$ cat src/rtl/sd_otfc_converter_pkg.sv
`default_nettype none
// ============================================================================
//  Module      : sd_pkg
//  Description : Shared types for the online signed-digit datapath. Holds the
//                radix-2 signed-digit encoding {p,n} (value = p - n) and the
//                state type of the on-the-fly converter.
//  Revision    : 1.0 - initial release
// ============================================================================
package sd_pkg;

    typedef logic [1:0] signed_digit;

    localparam signed_digit SD_ZERO = 2'b00;
    localparam signed_digit SD_NEG  = 2'b01;
    localparam signed_digit SD_POS  = 2'b10;
    localparam signed_digit SD_ILL  = 2'b11;   // both rails set; decodes as 0

    typedef enum logic [1:0] {
        IDLE = 2'b00,
        ACC  = 2'b01,
        DONE = 2'b10
    } otfc_state_t;

endpackage : sd_pkg
`default_nettype wire

$ cat src/rtl/sd_otfc_converter_if.sv
`default_nettype none
// ============================================================================
//  Module      : sd_otfc_converter_if
//  Description : Digit-in / word-out handshake bundle of the OTFC converter.
//                  in_valid/in_ready/in_digit    : serial signed-digit stream
//                  out_valid/out_ready/out_data  : completed WIDTH+1 bit word
//                  err (SD_OTFC_ILLEGAL_CHECK_EN): word contained digit 2'b11
//                modport master : digit producer / word consumer side
//                modport slave  : the converter itself
//  Revision    : 1.0 - initial release
// ============================================================================
interface sd_otfc_converter_if
    import sd_pkg::*;
#(
    parameter int WIDTH = 32
) ();

    logic              in_valid;
    logic              in_ready;
    signed_digit       in_digit;
    logic              out_valid;
    logic              out_ready;
    logic [WIDTH:0]    out_data;

`ifdef SD_OTFC_ILLEGAL_CHECK_EN
    logic              err;

    modport master (output in_valid, in_digit, out_ready,
                    input  in_ready, out_valid, out_data, err);
    modport slave  (input  in_valid, in_digit, out_ready,
                    output in_ready, out_valid, out_data, err);
`else
    modport master (output in_valid, in_digit, out_ready,
                    input  in_ready, out_valid, out_data);
    modport slave  (input  in_valid, in_digit, out_ready,
                    output in_ready, out_valid, out_data);
`endif

endinterface : sd_otfc_converter_if
`default_nettype wire

$ cat src/rtl/sd_otfc_converter_step.sv
`default_nettype none
// ============================================================================
//  Module      : sd_otfc_step
//  Description : One on-the-fly conversion step. Appends a signed digit to
//                the Q/QM pair (QM = Q - 1) without any carry propagation:
//                  +1 : Q <- {Q,1}   QM <- {Q,0}
//                   0 : Q <- {Q,0}   QM <- {QM,1}
//                  -1 : Q <- {QM,1}  QM <- {QM,0}
//                Pure combinational, so it can be replicated for an unrolled
//                converter.
//  Ports       : q, qm, digit (in); q_next, qm_next (out)
//  Revision    : 1.0 - initial release
// ============================================================================
module sd_otfc_step
    import sd_pkg::*;
#(
    parameter int QW = 33
) (
    input  logic [QW-1:0] q,
    input  logic [QW-1:0] qm,
    input  signed_digit   digit,
    output logic [QW-1:0] q_next,
    output logic [QW-1:0] qm_next
);

    always_comb begin
        // zero digit (and the illegal 2'b11 code) is the default
        q_next  = (q  << 1);
        qm_next = (qm << 1) | QW'(1);
        case (digit)
            SD_POS: begin
                q_next  = (q << 1) | QW'(1);
                qm_next = (q << 1);
            end
            SD_NEG: begin
                q_next  = (qm << 1) | QW'(1);
                qm_next = (qm << 1);
            end
            default: ;
        endcase
    end

endmodule : sd_otfc_step
`default_nettype wire

$ cat src/rtl/sd_otfc_converter.sv
`default_nettype none
// ============================================================================
//  Module      : sd_otfc_converter
//  Description : Converts a radix-2 signed-digit stream (MSD first, one digit
//                per cycle) into a WIDTH+1 bit two's-complement word using
//                on-the-fly conversion. Result Q represents Q * 2^-WIDTH.
//                WIDTH must be >= 2.
//  Ports       : clk, rst_n (synchronous, active-low)
//                bus (sd_otfc_converter_if.slave): digit input handshake,
//                word output handshake, optional err flag.
//  Options     : SD_OTFC_ILLEGAL_CHECK_EN - adds sticky per-word err flag
//                raised by an accepted 2'b11 digit.
//  Revision    : 1.0 - initial release
// ============================================================================
module sd_otfc_converter
    import sd_pkg::*;
#(
    parameter int WIDTH = 32
) (
    input  logic                 clk,
    input  logic                 rst_n,
    sd_otfc_converter_if.slave   bus
);

    localparam int CNT_W = $clog2(WIDTH + 1);
    localparam int QW    = WIDTH + 1;

    localparam logic [1:0] S_IDLE = 2'(IDLE);
    localparam logic [1:0] S_ACC  = 2'(ACC);
    localparam logic [1:0] S_DONE = 2'(DONE);

    logic [1:0]       state_q, state_d;
    logic [CNT_W-1:0] cnt_q,   cnt_d;
    logic [QW-1:0]    q_q,     q_d;
    logic [QW-1:0]    qm_q,    qm_d;
    logic [QW-1:0]    data_q,  data_d;

    logic             accept;
    logic             fresh;
    logic [QW-1:0]    base_q, base_qm;
    logic [QW-1:0]    step_q, step_qm;

    // Outputs are forced low while reset is asserted, not just after the edge.
    assign bus.in_ready  = rst_n & ((state_q != S_DONE) | bus.out_ready);
    assign bus.out_valid = rst_n & (state_q == S_DONE);
    assign bus.out_data  = rst_n ? data_q : '0;

    assign accept = bus.in_valid & bus.in_ready;

    // Any digit accepted outside ACC is the first of a new word, so it
    // starts from Q=0 / QM=-1 regardless of what the registers hold.
    assign fresh   = (state_q != S_ACC);
    assign base_q  = fresh ? '0 : q_q;
    assign base_qm = fresh ? '1 : qm_q;

    sd_otfc_step #(.QW(QW)) u_step (
        .q       (base_q),
        .qm      (base_qm),
        .digit   (bus.in_digit),
        .q_next  (step_q),
        .qm_next (step_qm)
    );

`ifdef SD_OTFC_ILLEGAL_CHECK_EN
    logic err_acc_q, err_acc_d;   // sticky flag for the word in progress
    logic err_q,     err_d;       // flag presented alongside out_valid
    logic ill;

    assign ill     = accept & (bus.in_digit == SD_ILL);
    assign bus.err = rst_n & err_q;
`endif

    always_comb begin
        state_d = state_q;
        cnt_d   = cnt_q;
        q_d     = q_q;
        qm_d    = qm_q;
        data_d  = data_q;
`ifdef SD_OTFC_ILLEGAL_CHECK_EN
        err_acc_d = err_acc_q;
        err_d     = err_q;
`endif
        case (state_q)
            S_IDLE: begin
                if (accept) begin
                    q_d     = step_q;
                    qm_d    = step_qm;
                    cnt_d   = CNT_W'(1);
                    state_d = S_ACC;
`ifdef SD_OTFC_ILLEGAL_CHECK_EN
                    err_acc_d = ill;
`endif
                end
            end
            S_ACC: begin
                if (accept) begin
                    q_d   = step_q;
                    qm_d  = step_qm;
                    cnt_d = cnt_q + 1'b1;
`ifdef SD_OTFC_ILLEGAL_CHECK_EN
                    err_acc_d = err_acc_q | ill;
`endif
                    if (cnt_q == CNT_W'(WIDTH - 1)) begin
                        state_d = S_DONE;
                        data_d  = step_q;
`ifdef SD_OTFC_ILLEGAL_CHECK_EN
                        err_d = err_acc_q | ill;
`endif
                    end
                end
            end
            S_DONE: begin
                if (bus.out_ready) begin
`ifdef SD_OTFC_ILLEGAL_CHECK_EN
                    err_d = 1'b0;
`endif
                    if (bus.in_valid) begin
                        // hand-off and first digit of the next word together
                        q_d     = step_q;
                        qm_d    = step_qm;
                        cnt_d   = CNT_W'(1);
                        state_d = S_ACC;
`ifdef SD_OTFC_ILLEGAL_CHECK_EN
                        err_acc_d = ill;
`endif
                    end else begin
                        state_d = S_IDLE;
                    end
                end
            end
            default: state_d = S_IDLE;
        endcase
    end

    always_ff @(posedge clk) begin
        if (!rst_n) begin
            state_q <= S_IDLE;
            cnt_q   <= '0;
            q_q     <= '0;
            qm_q    <= '1;
            data_q  <= '0;
`ifdef SD_OTFC_ILLEGAL_CHECK_EN
            err_acc_q <= 1'b0;
            err_q     <= 1'b0;
`endif
        end else begin
            state_q <= state_d;
            cnt_q   <= cnt_d;
            q_q     <= q_d;
            qm_q    <= qm_d;
            data_q  <= data_d;
`ifdef SD_OTFC_ILLEGAL_CHECK_EN
            err_acc_q <= err_acc_d;
            err_q     <= err_d;
`endif
        end
    end

endmodule : sd_otfc_converter
`default_nettype wire
$ cat src/flat_wrapper.sv
// flat-port wrapper written by rule: the top's interface ports become plain ports
module sd_otfc_converter_flat import sd_pkg::*;
#(
    parameter int WIDTH = 32
)
  (clk, rst_n, bus_in_valid, bus_in_digit, bus_out_ready, bus_in_ready, bus_out_valid, bus_out_data);
  sd_otfc_converter_if #(.WIDTH(WIDTH)) bus_i ();
  input  logic clk;
  input  logic rst_n;
  input wire logic [$bits(bus_i.in_valid)-1:0] bus_in_valid;
  input wire logic [$bits(bus_i.in_digit)-1:0] bus_in_digit;
  input wire logic [$bits(bus_i.out_ready)-1:0] bus_out_ready;
  output wire logic [$bits(bus_i.in_ready)-1:0] bus_in_ready;
  output wire logic [$bits(bus_i.out_valid)-1:0] bus_out_valid;
  output wire logic [$bits(bus_i.out_data)-1:0] bus_out_data;
  assign bus_i.in_valid = bus_in_valid;
  assign bus_i.in_digit = bus_in_digit;
  assign bus_i.out_ready = bus_out_ready;
  assign bus_in_ready = bus_i.in_ready;
  assign bus_out_valid = bus_i.out_valid;
  assign bus_out_data = bus_i.out_data;
  sd_otfc_converter #(.WIDTH(WIDTH)) u_core (.clk(clk), .rst_n(rst_n), .bus(bus_i));
endmodule
$ cat config.mk
export PLATFORM = sky130hd
export DESIGN_NAME = sd_otfc_converter_flat
export DESIGN_NICKNAME = d
export VERILOG_FILES = /design/src/rtl/sd_otfc_converter_pkg.sv /design/src/rtl/sd_otfc_converter_if.sv /design/src/rtl/sd_otfc_converter_step.sv /design/src/rtl/sd_otfc_converter.sv /design/src/flat_wrapper.sv
export SDC_FILE = /design/constraint.sdc
export NUM_CORES = 1
export LEC_CHECK = 0
export ABC_AREA = 0
export CORE_AREA = 2 2 98 100
export CTS_CLUSTER_SIZE = 16
export DETAILED_ROUTE_END_ITERATION = 10
export DIE_AREA = 0 0 100 102
export GPL_TIMING_DRIVEN = 0
export PLACE_DENSITY = 0.83
export SLEW_MARGIN = 10
export SYNTH_ARGS = -nofsm -noshare
export SYNTH_HDL_FRONTEND = slang
export SYNTH_HIERARCHICAL = 1
export SYNTH_SLANG_ARGS = --single-unit
$ cat constraint.sdc
create_clock -name clk -period 2.5 [get_ports clk]
set_input_delay 0.5 -clock clk [delete_from_list [all_inputs] [get_ports clk]]
set_output_delay 0.5 -clock clk [all_outputs]
set_load 0.05 [all_outputs]
Word-level counts from Yosys, hierarchy flattened
Cells that the tools add are included.
{ "classes": {"bitwise_logic": 4, "n_reduce_logical": 8, "eq_ne": 13, "n_addsub": 1, "n_mux": 24} }
{ "ops": {"columns": ["operator", "n"], "rows": [
  ["32-bit 2-to-1 mux", 8],
  ["32-bit one-hot mux with 2 select lines", 3],
  ["33-bit one-hot mux with 2 select lines", 1],
  ["33-bit 2-to-1 mux", 1],
  ["6-bit 2-to-1 mux", 4],
  ["6-bit one-hot mux with 3 select lines", 1],
  ["2-bit by 1-bit inequality test with 1-bit output, second input constant", 5],
  ["2-bit 2-to-1 mux", 4],
  ["4-bit AND reduction", 2],
  ["6-bit by 1-bit adder with 6-bit output, second input constant", 1],
  ["6-bit by 5-bit == test with 1-bit output, second input constant", 1],
  ["2-bit inequality test, second input constant", 3],
  ["2-bit one-hot mux with 3 select lines", 1],
  ["5-bit AND reduction", 1],
  ["2-bit by 1-bit == test with 1-bit output, second input constant", 2],
  ["2-bit == test, second input constant", 2],
  ["1-bit bitwise AND", 3],
  ["3-bit AND reduction", 1],
  ["3-bit nonzero test", 1],
  ["2-bit zero test", 1],
  ["2-bit nonzero test", 1],
  ["2-bit OR reduction", 1],
  ["1-bit 2-to-1 mux", 1],
  ["1-bit OR", 1]
]} }
{ "totals": {"output_inout_bits": 35, "inputBits": 6, "wordCells": 55, "reg_bits": 105} }

Depth between registers and ports, before layout
{ "logic_depth": {"word_depth": 6, "ltp_mapped": 8, "ltp_nobuf": 6} }

Modules after synthesis
Netlist, hierarchy kept.
{ "modules_own_cells": {"columns": ["mod", "area_per_inst_um2", "instances", "seq_area_each_um2", "cells_per_inst"], "rows": [
  ["sd_otfc_converter", 4901.0, 1, 2142.1, 608],
  ["sd_otfc_step", 757.0, 1, 0.0, 89]
]} }

Least setup slack after synthesis
Ideal clock, no wire load.
{ "synth_path": {"path_kind": "in2out", "from": "input rst_n", "to": "output bus_in_ready", "path_slack_ns": 0.407, "t_arrival_ns": 1.593, "n_path_buf": 2, "stages": 4, "t_required_ns": 2.000, "cell_sequence": "buf_2 inv_1 clkbuf_1 nor2_1"} }
{ "synth_between": {"elab_chain_len": 1} }
{ "synth_lines": {"columns": ["element", "line_no", "source"], "rows": [
  ["start: declaration", "flat_wrapper.sv:9", "input logic rst_n;"],
  ["1-bit bitwise AND", "sd_otfc_converter.sv:44", "assign bus.in_ready = rst_n & ((state_q != S_DONE) | bus.out_ready);"],
  ["end: declaration", "flat_wrapper.sv:13", "output wire logic [$bits(bus_i.in_ready)-1:0] bus_in_ready;"]
]} }
No other way between the ends.

Worst setup path after layout
{ "layout_path": {"from": "input rst_n", "to": "output bus_out_data[17]"} }
{ "layout_between": {"elab_chain_len": 1} }
{ "layout_lines": {"columns": ["element", "line_no", "source"], "rows": [
  ["33-bit 2-to-1 mux", "sd_otfc_converter.sv:46", "assign bus.out_data = rst_n ? data_q : '0;"],
  ["end: declaration", "flat_wrapper.sv:15", "output wire logic [$bits(bus_i.out_data)-1:0] bus_out_data;"]
]} }
No other way between the ends.

==> flow_metrics.env <==
export IMPL_synth_cells=686
export IMPL_n_antenna_cell=0
export IMPL_fp_coreArea_um2=9109
export IMPL_clk_pin_slew_ps=90
export IMPL_postSynthAreaPerCell_um2=8.115
export IMPL_pin_count=41
export IMPL_finalNetCount=744
export IMPL_hp_start="bus_in_valid"
export IMPL_cts_inserted_buffers=9
export IMPL_die_h_um=102
export IMPL_worst_ir_drop_vdd_mv=0.2670
export IMPL_grt_remaining_overflow=0
export IMPL_post_cts_buffers=0
export IMPL_finClkSkew_ps=11.21
export IMPL_grt_pass1_wl_um=23400
export IMPL_cpPeakStageDelay_ps=790
export IMPL_drt_pre_antenna_iters=5
export IMPL_std_cell_rows=35
export IMPL_grt_max_degree=19
export IMPL_yosys_warnings=6
export IMPL_mappedNetlistArea_um2=5567
export IMPL_cp_max_fo=10
export IMPL_vias=5229
export IMPL_drtAntennaViolNets=0
export IMPL_drive_above_1_share=0.09324
export IMPL_drc=0
export IMPL_hold_viol=0
export IMPL_start_util=0.6111
export IMPL_cpLargestDelayFamily="buffers and inverters"
export IMPL_r2r_cells=7
export IMPL_crit_required_ps=2000
export IMPL_cp_slowest_cell="clkdlybuf4s50_1"
export IMPL_grt_setup_unrepaired="false"
export IMPL_cts_hold_buf=0
export IMPL_power_density_nw_per_um2=535.7
export IMPL_worst_slew_margin_rel=0.6123
export IMPL_final_cells=851
export IMPL_viasPerCell=6.145
export IMPL_syn_to_final_growth_pct=13.91
export IMPL_fin_crit_sh=0.9729
export IMPL_maxCapViolations=0
export IMPL_crit_arrival_ps=1930
export IMPL_clock_sinks=105
export IMPL_hold_depth=2
export IMPL_fillers=746
export IMPL_dpl_cell_count=835
export IMPL_critPathCaptureType="output pin"
export IMPL_critical_path_cell_chain="buf_2 -> buf_2 -> nand2_1 -> inv_1 -> clkdlybuf4s50_1"
export IMPL_hp_class="in2reg"
export IMPL_cp_start_kind="input pin"
export IMPL_die_area_um2=10200
export IMPL_wl_um=14170
export IMPL_synth_fp_nets=695
export IMPL_track_usage=0.2856
export IMPL_drv_slew=0
export IMPL_hold_end="u_core/state_q[0]"
export IMPL_antenna_found_initial=0
export IMPL_htree_num_levels=3
export IMPL_dp_hpwl_um=9845
export IMPL_critical_path_top_cell_by_count="buf_2"
export IMPL_path_buf_inv=4
export IMPL_post_drt_wl_per_cell_um=16.65
export IMPL_first_iter_violations=443
export IMPL_p_leak_nw=2.879
export IMPL_clk_latency_ps=380
export IMPL_fin_crit_ps=2432
export IMPL_setup_viol=0
export IMPL_fmax_ghz=0.4111
export IMPL_finalPower_mw=3.397
export IMPL_first_global_vias=5065
export IMPL_tightest_slew_ps=578.5
export IMPL_reg2reg_from="u_core/state_q[0]"
export IMPL_io_buffers=38
export IMPL_critPathKind="in2out"
export IMPL_cts_root_buf="clkbuf_8"
export IMPL_r2r_end="u_core/q_q[12]"
export IMPL_status="finished clean"
export IMPL_gp_congestion=0.9228
export IMPL_cts_tree="yes"
export IMPL_clock_path_buffers=2
export IMPL_r2r_setup_slack_ps=440
export IMPL_die_w_um=100
==> per-stage QoR <==
stage	worst slack (ps)	hold WS, ps	TNS [ps]	instance area [um2]	utilization
final	67.79	447.5	0	6341	0.6962
after global routing	0.6095	456.6	0	6341	0.6962
after CTS	5.281	439.7	0	6314	0.6931
after detailed placement	-188.8	455.1	-4707	6086	0.6681
after global placement	-164.9	450.0	-3736	6086	0.6681
after floorplan	406.8	443.0	0	5567	-
==> power breakdown <==
part / switching (mW) / internal, mW
clock network: 0.611 / 0.573
registers: 0.0270 / 1.72
logic: 0.274 / 0.190
==> repair_timing <==
item,in CTS,in global routing
pin swaps,0,0
hold endpoints to repair,0,0
setup endpoints to repair,34,11
resized for setup,6,11
gates cloned,0,0
==> layout by cell type, fill, tap and decap left out, types with 2 or more instances in the layout <==
cell and instances:
clkbuf_2 3, a21oi_1 33, inv_1 38, ha_1 3
clkdlybuf4s50_1 25, dlymetal6s2s_1 11, clkbuf_8 9, buf_2 26
inv_6 2, mux2i_1 33, buf_6 11, or2_1 2
nand2b_1 35, a22o_2 4, a22o_1 60, nand3_1 103
nor2_1 3, o21ai_0 54, buf_12 3, buf_1 2
clkbuf_1 29, o21ai_1 10, dfxtp_1 105, o2111ai_1 2
a31oi_1 2, and2_1 32, bufinv_16 2, buf_4 2
nor2b_1 3, dlygate4sd2_1 2, clkinvlp_4 2, nand2_1 68
==> per-layer routing <==
layer / vias up / GRT usage / part of all wire / wire [um]
met5: - / 0 / 0 / 0
met1: 2478 / 0.3517 / 0.41 / 5834
met2: 232 / 0.4808 / 0.49 / 6982
met4: 0 / 0.1454 / 0.029 / 408
met3: 40 / 0.05472 / 0.066 / 942
li1: 2479 / - / - / -
==> state kept, by name (all words and copies together) (netlist names) <==
name / flops
u_core/cnt_q: 6
u_core/data_q: 33
u_core/q_q: 32
u_core/qm_q: 32
u_core/state_q: 2
==> worst max-delay path by stage <==
| stage | slack [ps] | endpoint | depth (start not counted) | from |
|---|---|---|---|---|
| 2_1_floorplan | 410 | bus_in_ready | 4 | rst_n |
| 3_3_place_gp | -160 | bus_out_data[18] | 5 | rst_n |
| 3_5_place_dp | -190 | bus_out_data[16] | 5 | rst_n |
| 4_1_cts | 5 | bus_out_data[32] | 5 | rst_n |
| 5_1_grt | 0.6 | bus_out_data[27] | 5 | rst_n |
| 6_report | 70 | bus_out_data[17] | 5 | rst_n |
==> layout make-up <==
| type | count | area (um2) | share of cell area |
|---|---|---|---|
| inverters | 38 | 142.6 | 0.02249 |
| plain buffers | 76 | 460.4 | 0.07261 |
| well taps | 111 | 138.9 | 0.02190 |
| repair buffers | 38 | 405.4 | 0.06393 |
| clock buffers | 9 | 123.9 | 0.01953 |
| clock inverters | 7 | 101.3 | 0.01598 |
| multi-input cells | 467 | 2867 | 0.4521 |
| flip-flops and latches | 105 | 2102 | 0.3315 |
No activity file was read; power rests on OpenSTA's default activity.
